## src/rtl/regfile_responder.sv

```systemverilog
// Register-file responder: accepts handshaked read/write requests and returns
// read data through a one-entry response buffer, with write-activity tracking.
module regfile_responder #(
  parameter int WIDTH  = 32,
  parameter int ADDR_W = 5,
  parameter int CNT_W  = 16
) (
  input  logic                  Clk,
  input  logic                  Reset,
  input  logic                  ReqValid,
  output logic                  ReqReady,
  input  logic                  RegWrite,
  input  logic [ADDR_W-1:0]     WriteRegister,
  input  logic [WIDTH-1:0]      WriteData,
  input  logic [ADDR_W-1:0]     ReadRegister1,
  input  logic [ADDR_W-1:0]     ReadRegister2,
  output logic                  RespValid,
  input  logic                  RespReady,
  output logic [WIDTH-1:0]      ReadData1,
  output logic [WIDTH-1:0]      ReadData2,
  output logic [CNT_W-1:0]      WriteCount,
  output logic [2**ADDR_W-1:0]  WrittenMask
);

  localparam int NREG = 2**ADDR_W;

  typedef enum logic {EMPTY, FULL} state_t;

  state_t              state;
  logic [WIDTH-1:0]    regs [NREG];
  logic                accept;
  logic                wr_en;
  logic [WIDTH-1:0]    rd1_next;
  logic [WIDTH-1:0]    rd2_next;

  function automatic logic [CNT_W-1:0] sat_inc(input logic [CNT_W-1:0] c);
    return (&c) ? c : c + 1'b1;
  endfunction

  assign RespValid = (state == FULL);
  // A full buffer being drained this cycle can be refilled in the same cycle.
  assign ReqReady  = (state == EMPTY) || RespReady;
  assign accept    = ReqValid && ReqReady;
  assign wr_en     = accept && RegWrite && (WriteRegister != '0);

  // Write-first: a read of the register being written sees the new data.
  always_comb begin
    rd1_next = regs[ReadRegister1];
    rd2_next = regs[ReadRegister2];
    if (wr_en && (ReadRegister1 == WriteRegister)) rd1_next = WriteData;
    if (wr_en && (ReadRegister2 == WriteRegister)) rd2_next = WriteData;
    if (ReadRegister1 == '0) rd1_next = '0;
    if (ReadRegister2 == '0) rd2_next = '0;
  end

  always_ff @(posedge Clk or posedge Reset) begin
    if (Reset) begin
      state       <= EMPTY;
      ReadData1   <= '0;
      ReadData2   <= '0;
      WriteCount  <= '0;
      WrittenMask <= '0;
      for (int i = 0; i < NREG; i++) regs[i] <= '0;
    end else begin
      case (state)
        EMPTY:   if (accept) state <= FULL;
        FULL:    if (!accept && RespReady) state <= EMPTY;
        default: state <= EMPTY;
      endcase
      if (accept) begin
        ReadData1 <= rd1_next;
        ReadData2 <= rd2_next;
      end
      if (wr_en) begin
        regs[WriteRegister]        <= WriteData;
        WrittenMask[WriteRegister] <= 1'b1;
        WriteCount                 <= sat_inc(WriteCount);
      end
    end
  end

endmodule

```

## config.mk

```make
export PLATFORM = sky130hd
export DESIGN_NAME = regfile_responder
export DESIGN_NICKNAME = d
export VERILOG_FILES = /design/src/rtl/regfile_responder.sv
export SDC_FILE = /design/constraint.sdc
export NUM_CORES = 2
export LEC_CHECK = 0
export ABC_CLOCK_PERIOD_IN_PS = 50900
export CAP_MARGIN = 20
export CORE_MARGIN = 1
export CORE_UTILIZATION = 50
export CTS_CLUSTER_DIAMETER = 50
export DETAILED_ROUTE_END_ITERATION = 8
export PLACE_DENSITY = 0.67
export SYNTH_ARGS = -nofsm -noshare
export SYNTH_HDL_FRONTEND = slang
export SYNTH_SLANG_ARGS = --single-unit
export TNS_END_PERCENT = 20
```

## constraint.sdc

```tcl
create_clock -name Clk -period 50.9 [get_ports Clk]
set_input_delay 5.09 -clock Clk [delete_from_list [all_inputs] [get_ports Clk]]
set_output_delay 5.09 -clock Clk [all_outputs]
set_load 0.005 [all_outputs]
```

==> flow_metrics.py <==
metrics = {
    "sta": {
        "maxSlewViolCount": 0,
        "setup_viol": 0,
        "hold_viol": 0,
        "max_slew.worst_pin.slew_ns": 1.15,
        "rsz0062_at_grt": "false",
        "setup_slack_ns": 39.48,
        "timing.setup.tns_ns": 0,
        "max_freq_mhz": 87.6,
        "layout_min_cycle_time_ns": 11.42,
        "relSlewSlack": 0.235,
        "fin_skew_ns": 0.0326,
        "finalCritPeriodShare": 0.224,
        "finalHoldWorstSlack_ns": 0.373,
    },
    "worst_setup_path": {
        "cp.arrival_ns": 6.33,
        "critPathSlowestCell": "clkdlybuf4s50_1",
        "path_class": "in2out",
        "rr_worst_depth": 6,
        "critPathLaunchType": "primary input",
        "slowest_delay_ns": 0.53,
        "path_common_cell": "clkdlybuf4s50_1",
        "required_ns": 45.81,
        "worstPathCellList": "clkdlybuf4s50_1 > nor2b_4 > inv_2 > clkdlybuf4s50_1",
        "path_max_fanout": 6,
        "critPathCaptureType": "primary output",
    },
    "placement": {
        "place_area_um2": 60700,
        "place_congestion": 0.813,
        "portBuffers": 165,
        "place_inst": 5221,
        "place_hpwl_um": 95500,
        "post-place-ws_ns": 39.47,
    },
    "drt": {
        "antenna_left": 0,
        "drt_iter0_drc": 3931,
        "vias": 37159,
        "totalWireLength_um": 173000,
        "drc": 0,
        "wl_per_cell_um": 31.6,
        "dr.pass1.iters": 5,
        "avgViaCountPerCell": 6.79,
    },
    "logic_synthesis": {
        "synth-main-ff-cell": "dfrtp_1",
        "synth_cells": 3900,
        "yosys_warnings": 0,
        "syn-num-nets": 3953,
        "synth_seq_cells": 1137,
        "synth_area_um2": 58300,
        "syn_avg_cell_area_um2": 15.0,
        "synth.most_common_cell": "dfrtp_1",
        "ys_seq_area_frac": 0.488,
        "async_reset_ff_frac": 1.00,
        "synthTopCellsByArea": "dfrtp_1 (49%), mux4_2 (20%), mux2_2 (19%)",
        "yosysUniqueCellTypes": 45,
        "yosys.area.top_type": "dfrtp_1",
        "synth_edf_count": 0,
        "synth_commonest_cells": "dfrtp_1 (1137), mux2_2 (984), mux4_2 (512), a22oi_1 (256)",
        "yosysTopAreaCellShare": 0.488,
    },
    "status": {
        "status": "finished clean",
    },
    "finish": {
        "nFillCells": 9005,
        "multi_input_area_um2": 27900,
        "drive_gt1_frac": 0.478,
        "fin_nets": 3924,
        "instances_no_fill": 5475,
        "regArea_um2": 28500,
        "final_util": 0.572,
        "diodes": 0,
        "postLayoutCellArea_um2": 65800,
        "area_growth_pct": 12.8,
    },
    "global_route": {
        "grt_max_degree": 167,
        "grt_pass1_vias": 38299,
        "grt_pass1_wl_um": 258000,
        "antenna_found_initial": 4,
        "grt_usage": 0.299,
        "overflow": 0,
    },
    "clock_tree": {
        "cts_inserted_buffers": 134,
        "clock_sinks": 1137,
        "cts_tree": "done",
        "htree_levels": 4,
        "clock_path_buffers": 3,
        "clk-insertion-delay-late_ns": 0.76,
        "postCtsHoldBufs": 0,
        "postCtsSetupRepairBufs": 0,
        "cts_root_buf": "clkbuf_16",
        "path_clk_slew_ns": 0.05,
        "ctsResizeCount": 0,
    },
    "run": {
        "maxCapViolations": 0,
    },
    "pwr": {
        "p_per_area_nw_per_um2": 36.3,
        "power_mw": 2.39,
        "vdd_drop_max_mv": 0.0328,
        "p_leak_nw": 29.5,
    },
    "worst_hold_path": {
        "hold_class": "reg2reg",
        "whs_path_depth": 0,
    },
    "die": {
        "die_y_um": 344,
        "fp.dieW_um": 344,
        "rows": 124,
        "fp.coreArea_um2": 115000,
        "pin_count": 166,
        "die-area_um2": 118000,
        "start_util": 0.508,
    },
}
critical path, delay by kind of cell:
family,cells,cell delay (ns)
buffers and inverters,3,1.17
AND/OR/NAND/NOR,1,0.07
metal layers:
| layer | up-vias | wire [um] | track usage | share of wire |
|---|---|---|---|---|
| li1 | 14982 | - | - | - |
| met1 | 20111 | 72300 | 0.431 | 0.42 |
| met2 | 1690 | 78600 | 0.444 | 0.45 |
| met3 | 368 | 16100 | 0.0734 | 0.093 |
| met4 | 8 | 5970 | 0.104 | 0.035 |
| met5 | - | 49 | 0 | 0.00028 |
cell families after synthesis:
kind of cell,Yosys count,synth area share
AO/OA/AOI/OAI,326,0.0433
adder cells (fa/ha/maj),1,0.000214
AND/OR/NAND/NOR,458,0.0387
flip-flops,1137,0.488
XOR/XNOR,25,0.00375
buffers and inverters,448,0.0371
multiplexers,1505,0.389
power breakdown:
| group | internal, mW | total (mW) | switching, mW |
|---|---|---|---|
| registers | 1.00 | 1.08 | 0.0738 |
| clock network | 0.576 | 0.961 | 0.385 |
| logic | 0.201 | 0.350 | 0.149 |
| total | 1.78 | 2.39 | 0.608 |
cells in the final DEF, fill, tap and decap left out, drive strengths merged, types with 33 or more instances in the layout:
| cell | netlist | layout |
|---|---|---|
| nand3 | 140 | 140 |
| buf | 240 | 111 |
| nor2 | 33 | 33 |
| a22oi | 256 | 256 |
| mux4 | 512 | 512 |
| dfrtp | 1137 | 1137 |
| nand2 | 209 | 209 |
| mux2 | 993 | 993 |
| clkdlybuf4s50 | 0 | 161 |
| a32oi | 64 | 64 |
| clkbuf | 203 | 200 |
final timing paths:
check                                from         endpoint  slack (ns)
max                             RespReady         ReqReady       39.48
min                        WrittenMask[0]   WrittenMask[0]        0.37
max reg2reg                     RespValid        regs[438]       46.91
min reg2reg                WrittenMask[0]   WrittenMask[0]        0.37
max in group asynchronous           Reset    WriteCount[2]       43.07
min in group asynchronous           Reset  WrittenMask[19]        4.85
flip-flops by register name, summed over array words and instances (netlist names):
signal	flops
ReadData2	32
RespValid	1
WriteCount	16
ReadData1	32
WrittenMask	32
regs	1024
area by class of cell:
class	count	share of cell area
Timing Repair Buffer	278	0.0469
Inverter	5	0.000399
Clock inverter	34	0.00563
Sequential cell	1137	0.432
Tap cell	1512	0.0288
Clock buffer	194	0.0611
Multi-Input combinational cell	2315	0.425
Note: power is estimated with default switching activity, not from simulation.
